## src/rtl/convergence_check_unit.sv

```systemverilog
// convergence_check_unit: per-round Manhattan distance of new vs. old centroids,
// seen-mask round tracking and k-means convergence / iteration-limit decision.
module convergence_check_unit #(
  parameter int DIMS     = 7,
  parameter int CORD_W   = 13,
  parameter int CENT_NUM = 8,
  parameter int ITER_W   = 8,
  parameter int DIST_W   = CORD_W + 1 + $clog2(DIMS),
  parameter int SUM_W    = DIST_W + $clog2(CENT_NUM)
) (
  input  logic                         clk,
  input  logic                         rst,
  input  logic                         run_start,
  input  logic                         mode,
  input  logic [SUM_W-1:0]             threshold,
  input  logic [ITER_W-1:0]            max_iter,
  input  logic                         cent_valid,
  input  logic [$clog2(CENT_NUM)-1:0]  cent_idx,
  input  logic [DIMS*CORD_W-1:0]       old_centroid,
  input  logic [DIMS*CORD_W-1:0]       new_centroid_in,
  output logic [DIMS*CORD_W-1:0]       new_centroid_out,
  output logic                         new_centroid_valid,
  output logic                         result_valid,
  input  logic                         result_ack,
  output logic                         has_converged,
  output logic                         iter_limit_hit,
  output logic                         dup_err,
  output logic [ITER_W-1:0]            iter_count,
  output logic [SUM_W-1:0]             round_sum
);
  localparam int IW = $clog2(CENT_NUM);
  typedef enum logic [1:0] {IDLE, COLLECT, DECIDE, RESULT} state_t;
  state_t                 state_q;
  logic [DIST_W-1:0]      dist_d, dist_q;
  logic [IW-1:0]          idx_q;
  logic                   v_q, all_under_q, conv_q, lim_q, rv_q, dup_q, nval_q, conv;
  logic [CENT_NUM-1:0]    seen_q, seen_d;
  logic [SUM_W-1:0]       acc_q, round_q;
  logic [ITER_W-1:0]      iter_q;
  logic [ITER_W:0]        iter_inc;
  logic [DIMS*CORD_W-1:0] ncent_q;
  logic [CORD_W:0]        diff, mag;
  // Sign-extend by one bit so the difference and its magnitude never wrap.
  always_comb begin
    dist_d = '0;
    diff = '0;
    mag = '0;
    for (int i = 0; i < DIMS; i++) begin
      diff = {old_centroid[i*CORD_W+CORD_W-1], old_centroid[i*CORD_W +: CORD_W]}
           - {new_centroid_in[i*CORD_W+CORD_W-1], new_centroid_in[i*CORD_W +: CORD_W]};
      mag = diff[CORD_W] ? -diff : diff;
      dist_d = dist_d + DIST_W'(mag);
    end
  end
  assign seen_d   = seen_q | (CENT_NUM'(1) << idx_q);
  assign conv     = mode ? (acc_q < threshold) : all_under_q;
  assign iter_inc = {1'b0, iter_q} + (ITER_W+1)'(1);
  always_ff @(posedge clk or posedge rst) begin
    if (rst) begin
      state_q <= IDLE;
      dist_q <= '0;
      idx_q <= '0;
      v_q <= 1'b0;
      ncent_q <= '0;
      nval_q <= 1'b0;
      seen_q <= '0;
      acc_q <= '0;
      all_under_q <= 1'b1;
      round_q <= '0;
      conv_q <= 1'b0;
      lim_q <= 1'b0;
      rv_q <= 1'b0;
      dup_q <= 1'b0;
      iter_q <= '0;
    end else begin
      dist_q <= dist_d;
      idx_q <= cent_idx;
      v_q <= cent_valid;
      ncent_q <= new_centroid_in;
      nval_q <= cent_valid;
      if (run_start) begin
        state_q <= COLLECT;
        seen_q <= '0;
        acc_q <= '0;
        all_under_q <= 1'b1;
        dup_q <= 1'b0;
        iter_q <= '0;
        rv_q <= 1'b0;
        conv_q <= 1'b0;
        lim_q <= 1'b0;
      end else begin
        case (state_q)
          COLLECT: if (v_q) begin
            if (seen_q[idx_q]) dup_q <= 1'b1;
            else begin
              seen_q <= seen_d;
              acc_q <= acc_q + SUM_W'(dist_q);
              all_under_q <= all_under_q & (dist_q < threshold[DIST_W-1:0]);
              if (&seen_d) state_q <= DECIDE;
            end
          end
          DECIDE: begin
            round_q <= acc_q;
            conv_q <= conv;
            iter_q <= iter_inc[ITER_W] ? iter_q : iter_inc[ITER_W-1:0];
            lim_q <= !conv && (max_iter != '0) && (iter_inc >= {1'b0, max_iter});
            rv_q <= 1'b1;
            state_q <= RESULT;
          end
          RESULT: if (result_ack) begin
            rv_q <= 1'b0;
            if (conv_q || lim_q) state_q <= IDLE;
            else begin
              seen_q <= '0;
              acc_q <= '0;
              all_under_q <= 1'b1;
              state_q <= COLLECT;
            end
          end
          default: ;
        endcase
      end
    end
  end
  assign new_centroid_out   = ncent_q;
  assign new_centroid_valid = nval_q;
  assign result_valid       = rv_q;
  assign has_converged      = conv_q;
  assign iter_limit_hit     = lim_q;
  assign dup_err            = dup_q;
  assign iter_count         = iter_q;
  assign round_sum          = round_q;
endmodule

```

## config.mk

```make
export PLATFORM = sky130hd
export DESIGN_NAME = convergence_check_unit
export DESIGN_NICKNAME = d
export VERILOG_FILES = /design/src/rtl/convergence_check_unit.sv
export SDC_FILE = /design/constraint.sdc
export NUM_CORES = 1
export LEC_CHECK = 0
export CAP_MARGIN = 40
export CORE_AREA = 2 2 172 174
export CTS_CLUSTER_SIZE = 40
export DETAILED_ROUTE_END_ITERATION = 16
export DIE_AREA = 0 0 174 176
export PLACE_DENSITY = 0.94
export RECOVER_POWER = 100
export SLEW_MARGIN = 20
export SYNTH_ARGS = -nofsm -noshare
export SYNTH_HDL_FRONTEND = slang
export SYNTH_SLANG_ARGS = --single-unit
```

## constraint.sdc

```tcl
create_clock -name clk -period 11 [get_ports clk]
set_input_delay 2.2 -clock clk [delete_from_list [all_inputs] [get_ports clk]]
set_output_delay 2.2 -clock clk [all_outputs]
set_load 0.01 [all_outputs]
```

Word-level counts from Yosys, hierarchy flattened --
Index checks and enable logic that the tools add are counted. W data, S select, Z words.
Cells by class: add/subtract/negate cells 22, $lt $le $gt $ge 4, equal/unequal tests 9, shift operators 1, mux-type cells 49, bitwise gates (word level) 3, reduce and logical (&&, ||, !) cells 19
Operators with widths (number):
- $mux W20 | 5
- $mux W14 | 7
- $neg A14 Y14 | 7
- $sub A13 B13 Y14 | 7
- $mux W8 | 8
- $add A17 B14 Y17 | 3
- $pmux W20 S2 | 1
- $add A20 B17 Y20 | 1
- $lt A20 B20 Y1 | 1
- $mux W1 | 18
- $add A16 B14 Y17 | 1
- $lt A17 B17 Y1 | 1
- $add A15 B14 Y16 | 1
- $pmux W8 S2 | 1
- $add A14 B14 Y15 | 1
- $ne A3 B3 Y1 const B | 5
- $mux W2 | 5
- $reduce_and A5 Y1 | 2
- $add A8 B1 Y9 const B | 1
- $ge A9 B8 Y1 | 1
- $or A8 B8 Y8 | 1
- $reduce_and A8 Y1 | 1
- $reduce_bool A2 Y1 | 4
- $reduce_bool A8 Y1 | 1
- 17 further kinds | 23
Word-level totals: register bits after elaboration 175, output and inout bits 124

Depth between registers and ports, before layout --
Gate-level depths: netlist of run 1.
depth after elaboration 9, depth in mapped cells 31, depth with buffers taken out 29

Worst setup path before layout of run 1 --
OpenSTA, ideal clock, no wires.
kind in2reg, from input new_centroid_in[28], to register dist_q[14], arrival time 8.320 ns, slack 2.600 ns, stages 28, path through inv_1 > ha_1 > nor2_1 > a211oi_1 > nor3b_1 > o31ai_1 > a311o_1 > nand2_1 > a31oi_1 > clkbuf_1 > nor2_1 > xnor2_1 > fa_1 > inv_1 > fa_1 > fa_1 > inv_1 > fa_1 > ha_1 > a21o_1 > a21oi_1 > nand2b_1 > a31oi_1 > o41ai_1 > o21bai_1 > a41oi_1 > nor2b_1 > xnor2_1
On the way: longest elaborated chain between the ends 8
Ends and longest elaborated chain:
- from (decl) | line 20 | input logic [DIMS*CORD_W-1:0] new_centroid_in,
- $sub A13 B13 Y14 * | line 50 | - {new_centroid_in[i*CORD_W+CORD_W-1], new_centroid_in[i*CORD_W +: CORD_W]};
- $neg A14 Y14 | line 51 | mag = diff[CORD_W] ? -diff : diff;
- $mux W14 * | line 51
- $add A15 B14 Y16 * | line 52 | dist_d = dist_d + DIST_W'(mag);
- $add A16 B14 Y17 * | line 52
- $add A17 B14 Y17 * (3 in series) | line 52
- named net dist_d[14] | line 34 | logic [DIST_W-1:0] dist_d, dist_q;
- to (signal assigned) | line 76 | dist_q <= dist_d;
- to (decl) | line 34
Mark *: on every way through the listed nets, which the timed path passes. The rest lies on a longest branch. A chain may end at the register's enable or synchronous reset.

Final worst setup path of run 1 --
from input new_centroid_in[41], to register dist_q[15]
On the way: longest elaborated chain between the ends 7
Ends and longest elaborated chain (line):
- $sub A13 B13 Y14 * | 50
- $neg A14 Y14 | 51
- $mux W14 * | 51
- $add A16 B14 Y17 * | 52
- $add A17 B14 Y17 * (3 in series) | 52
- named net dist_d[15] | 34
Marked as above.

==> results of run 1 <==
## through the flow
stage	power, uW	hold WS (ns)
after CTS	7190	0.514
after detailed placement	6550	0.499
after global routing	7960	0.536
after floorplan	5370	0.478
after global placement	6260	0.480
final	7170	0.507
## layout make-up
cell class | count | share of cell area
Clock inverter | 8 | 0.00418
Clock buffer | 22 | 0.0231
Sequential cell | 175 | 0.218
Timing Repair Buffer | 353 | 0.173
Multi-Input combinational cell | 1262 | 0.511
Inverter | 245 | 0.0459
Tap cell | 384 | 0.0240
## path summary, 6_finish.rpt
path / slack [ns] / startpoint / depth (start not counted) / endpoint
min: 0.51 / round_sum[14] / 1 / round_sum[14]
max: 1.60 / new_centroid_in[41] / 30 / dist_q[15]
min in group asynchronous: 2.47 / rst / 2 / seen_q[4]
max in group asynchronous: 3.85 / rst / 3 / new_centroid_out[85]
max reg2reg: 7.54 / idx_q[0] / 8 / all_under_q
min reg2reg: 0.51 / round_sum[14] / 1 / round_sum[14]
## cell families (layout without fill, tap and decap cells)
logic type               count (synthesis)  in the layout  synth area share
adder cells (fa/ha/maj)                257            257             0.242
flip-flops                             175            175             0.280
AO/OA/AOI/OAI                          373            373             0.159
multiplexers                            30             30            0.0225
buffers and inverters                  273            628            0.0656
AND/OR/NAND/NOR                        426            426             0.133
XOR/XNOR                               176            176            0.0985
## sequential cells by signal (all words and copies together), names as in the netlist
| name | cells |
|---|---|
| new_centroid_out | 91 |
| acc_q | 20 |
| round_sum | 20 |
| dist_q | 17 |
| iter_count | 8 |
| seen_q | 8 |
| idx_q | 3 |
| state_q | 2 |
| all_under_q | 1 |
| dup_err | 1 |
| has_converged | 1 |
| iter_limit_hit | 1 |
| new_centroid_valid | 1 |
| result_valid | 1 |
## routing by layer
| layer | vias to the layer above | part of all wire | global-route usage |
|---|---|---|---|
| met5 | - | 0 | 0 |
| met4 | 0 | 0.036 | 0.114 |
| met3 | 110 | 0.063 | 0.0650 |
| met2 | 546 | 0.52 | 0.513 |
| met1 | 6498 | 0.38 | 0.307 |
| li1 | 6547 | - | - |
## critical path: cells and delay by family
family / cells / cell delay [ns]
adders and majority gates: 6 / 2.74
and+or+nand+nor: 3 / 0.64
AOI/OAI and AO/OA: 13 / 2.97
buffers and inverters: 6 / 0.85
xor gates and xnor gates: 2 / 0.35
## where the power goes
part / switching (uW) / internal, uW
clock: 260 / 322
sequential: 89.9 / 868
combinational: 3070 / 2560
## layout by cell type, fill, tap and decap left out, types with 23 or more instances in the layout
master,synthesis,routed
a21oi_1,95,95
xor2_1,70,70
dfrtp_1,174,174
ha_1,181,181
a21o_1,31,31
nor2_1,135,135
o21ai_0,59,61
nor2b_1,31,31
a31oi_1,23,23
dlygate4sd3_1,0,223
clkdlybuf4s50_1,0,119
fa_1,76,76
nor3_1,32,32
xnor2_1,106,106
o21a_1,31,31
nand3_1,37,37
nand2_1,90,90
inv_1,245,244
==> qor.csv, run 1 <==
stage;metric;value;unit
status;outcome;finished, violations left;
status;violations;capacitance limit, slew limit;
sta;tightest_slew;4.34;ns
layout;utilization;0.702;
global_routing;grt_antenna_before_repair;0;
logic_synthesis;syn-num-nets;2186;
worst_setup_path;worst_path_max_delay_cell;dlygate4sd3_1;
layout;drive_gt1_frac;0.0402;
logic_synthesis;synth_edf_count;0;
power_and_ir_drop;ir_drop;0.000587;V
power_and_ir_drop;cellPowerDensity;357;nW/um^2
global_routing;grt_overflow;0;
sta;fin_crit;9.40;ns
worst_setup_path;cp_common_cell;inv_1;
sta;finalCritPeriodShare;0.855;
clocking;cts_made_buffers;17;
floorplanning;die-area;30600;sq um
worst_setup_path;worst_setup_path_end_kind;flop;
hold_path;hp-class;reg2reg;
floorplanning;core-area;28500;sq um
clocking;clock_path_buffers;2;
layout;final_nets;2530;
logic_synthesis;postSynthAreaPerCell;9.15;sq um
logic_synthesis;yosysTopAreaCell;dfrtp_1;
sta;max_freq;106;MHz
worst_setup_path;cpPeakStageDelay;0.55;ns
placement;dp_hpwl;34.8;mm
layout;fillers;2048;
route;vias;13701;
sta;hold_viol_final;0;
worst_setup_path;start_kind;primary input;
logic_synthesis;synth_flop_cell;dfrtp_1;
logic_synthesis;synth_most_common_cell;inv_1;
clocking;cts.clk_slew.worst_paths;0.07;ns
worst_setup_path;cp.arrival;9.77;ns
route;viasPerCell;5.59;
global_routing;grt_start_max_net_pins;83;
worst_setup_path;critical_path.max_fanout;10;
floorplanning;placementRows;62;
worst_setup_path;crit_type;in2reg;
placement;port_buffers;342;
sta;fin_ws;1.60;ns
global_routing;grt_pass1_vias;14243;
worst_setup_path;required;11.37;ns
clocking;cts_resized;0;
layout;multiInputGateArea;10200;sq um
floorplanning;start_util;0.548;
clocking;insertion_delay;0.45;ns
sta;setup_viol;0;
clocking;cts_setup_buffers;0;
sta;drv_slew;168;
global_routing;track_usage;0.278;
logic_synthesis;ys_seq_area_frac;0.280;
flow_run;cap_violations;3;
route;wirelength;42.2;mm
layout;fin_area;20100;sq um
clocking;cts_tree;done;
floorplanning;dieHeight;176;um
placement;place.gp.congestion;0.932;
layout;regArea;4380;sq um
logic_synthesis;yosys.area.top_type_share;0.278;
route;dr.pass1.iters;5;
clocking;postCtsHoldBufs;0;
logic_synthesis;synth_seq_cells;175;
clocking;htree_levels;4;
global_routing;grt_pass1_wl;68.3;mm
route;drcViolationCount;0;
route;drt_iter0_markers;845;
floorplanning;fp.dieW;174;um
route;wl_per_cell;17.2;um
placement;placed_area;19500;sq um
logic_synthesis;synth_area_leaders;dfrtp_1 (28%), ha_1 (14%), fa_1 (9.7%);
floorplanning;ios;343;
logic_synthesis;synth_warnings;0;
route;postRouteAntennaNets;0;
sta;slew_headroom;-1.90;
layout;diodes;0;
sta;fin_skew;0.00631;ns
logic_synthesis;postSynthCellCount;1710;
logic_synthesis;synthArstFlopShare;1.00;
layout;stdcell_count;2449;
sta;rsz0062_at_grt;no;
clocking;cts-root-buf;clkbuf_16;
sta;tns;0;ns
placement;post-place-ws;1.39;ns
logic_synthesis;yosysUniqueCellTypes;77;
clocking;cts_sinks;175;
power_and_ir_drop;power.leakage;0.00953;uW
layout;syn2layout_area_growth;28.1;%
logic_synthesis;synth_commonest_cells;inv_1 (245), ha_1 (181), dfrtp_1 (174);
placement;dpl.cell_count;2414;
logic_synthesis;synth_area;15700;sq um
No activity file was read; power rests on OpenSTA's default activity.
==> run 2: changes to the inputs <==
CTS_BUF_LIST = sky130_fd_sc_hd__clkbuf_16   (was default)
SLEW_MARGIN = 15   (was 20)
==> qor.csv, run 2 (synthesis results as in run 1) <==
stage;metric;value;unit
worst_setup_path;cp_common_cell;inv_1;
sta;hold_viol_final;0;
route;vias;13757;
layout;layout_commonest_cell;inv_1;
status;violations;capacitance limit, slew limit;
sta;finalCritPeriodShare;0.861;
worst_setup_path;required;11.36;ns
clocking;cts_resized;0;
clocking;htree_levels;4;
sta;setup_viol;0;
global_routing;grt_pass1_wl;68.3;mm
worst_setup_path;worst_setup_path_end_kind;flop;
sta;slew_headroom;-1.88;
layout;final_nets;2528;
clocking;postCtsHoldBufs;0;
worst_setup_path;cpPeakStageDelay;0.79;ns
flow_run;cap_violations;3;
global_routing;track_usage;0.277;
sta;fin_ws;1.53;ns
floorplanning;placementRows;62;
hold_path;hp-class;reg2reg;
power_and_ir_drop;finalPower;7130;uW
floorplanning;start_util;0.548;
placement;dp_hpwl;34.8;mm
sta;drv_slew;167;
power_and_ir_drop;ir_drop;0.000557;V
clocking;cts-root-buf;clkbuf_16;
floorplanning;ios;343;
power_and_ir_drop;cellPowerDensity;356;nW/um^2
sta;tns;0;ns
layout;diodes;0;
global_routing;grt_antenna_before_repair;0;
worst_setup_path;worst_path_max_delay_cell;a2bb2oi_1;
worst_setup_path;cp.arrival;9.84;ns
clocking;cts_setup_buffers;0;
layout;syn2layout_area_growth;27.9;%
route;wl_met1;16.1;mm
global_routing;grt_pass1_vias;14333;
sta;tightest_slew;4.32;ns
layout;utilization;0.701;
floorplanning;dieHeight;176;um
clocking;cts_tree;done;
clocking;cts_sinks;175;
layout;largest_reg_flops;91;
floorplanning;core-area;28500;sq um
clocking;cts_made_buffers;17;
route;wirelength;42.2;mm
clocking;cts.clk_slew.worst_paths;0.06;ns
power_and_ir_drop;power.leakage;0.00950;uW
layout;drive_gt1_frac;0.0393;
route;postRouteAntennaNets;0;
sta;max_freq;106;MHz
sta;rsz0062_at_grt;no;
worst_setup_path;critical_path.max_fanout;13;
route;dr.pass1.iters;6;
worst_setup_path;start_kind;primary input;
route;viasPerCell;5.62;
placement;dpl.cell_count;2414;
placement;post-place-ws;1.38;ns
worst_setup_path;crit_type;in2reg;
route;wl_met3;2.67;mm
clocking;insertion_delay;0.45;ns
layout;stdcell_count;2446;
global_routing;grt_start_max_net_pins;83;
layout;fillers;2065;
route;wl_met2;21.6;mm
placement;place.gp.congestion;0.932;
route;drcViolationCount;0;
route;highest_layer;met4;
layout;final_cell_mix;inv_1 (245), dlygate4sd3_1 (223), ha_1 (181), dfrtp_1 (174), nor2_1 (135);
clocking;clock_path_buffers;2;
floorplanning;fp.dieW;174;um
route;wl_per_cell;17.3;um
sta;fin_skew;0.00823;ns
status;outcome;finished, violations left;
global_routing;grt_overflow;0;
floorplanning;die-area;30600;sq um
sta;fin_crit;9.47;ns
placement;port_buffers;342;
route;drt_iter0_markers;860;
==> run 2: worst paths after layout <==
kind	from	to	slack [ns]	depth (start not counted)
worst min register to register	round_sum[14]	round_sum[14]	0.51	1
worst min-delay path	round_sum[14]	round_sum[14]	0.51	1
worst max-delay path	new_centroid_in[55]	dist_q[15]	1.53	30
worst max register to register	idx_q[0]	all_under_q	7.52	8
min in group asynchronous	rst	seen_q[4]	2.47	2
max in group asynchronous	rst	new_centroid_out[85]	3.88	3
==> run 2: area by class of cell <==
type                    count  area (sq um)  share of cell area
flip-flops and latches    175          4380               0.219
well taps                 384           480              0.0240
multi-input cells        1262         10200               0.512
inverters                 245           921              0.0460
clock inverters            12          98.8             0.00494
repair buffers            351          3470               0.173
clock buffers              17           425              0.0213
==> run 2: stage by stage <==
step | hold slack, ns | area [sq um]
global route | 0.536 | 20000
CTS | 0.514 | 20000
global placement | 0.480 | 19500
floorplan | 0.478 | 15700
finish | 0.506 | 20000
detailed placement | 0.499 | 19500
==> run 2: power breakdown <==
| group | internal [uW] | total, uW | leakage (uW) | switching, uW |
|---|---|---|---|---|
| clock | 304 | 560 | 0.000251 | 256 |
| sequential | 868 | 956 | 0.00215 | 88.7 |
| combinational | 2560 | 5610 | 0.00710 | 3060 |
| total | 3730 | 7130 | 0.00950 | 3400 |
==> run 2: critical path, delay by kind of cell <==
family	cells	cell delay, ns
compound gates	14	3.30
fa+ha+maj	6	2.80
buf+inv	6	0.86
simple gates	2	0.45
xor+xnor	2	0.25
==> run 2: layer usage <==
metal  global-route usage  vias to the layer above
li1                     -                     6545
met1                0.306                     6528
met2                0.509                      553
met3               0.0657                      131
met4                0.119                        0
met5                    0                        -
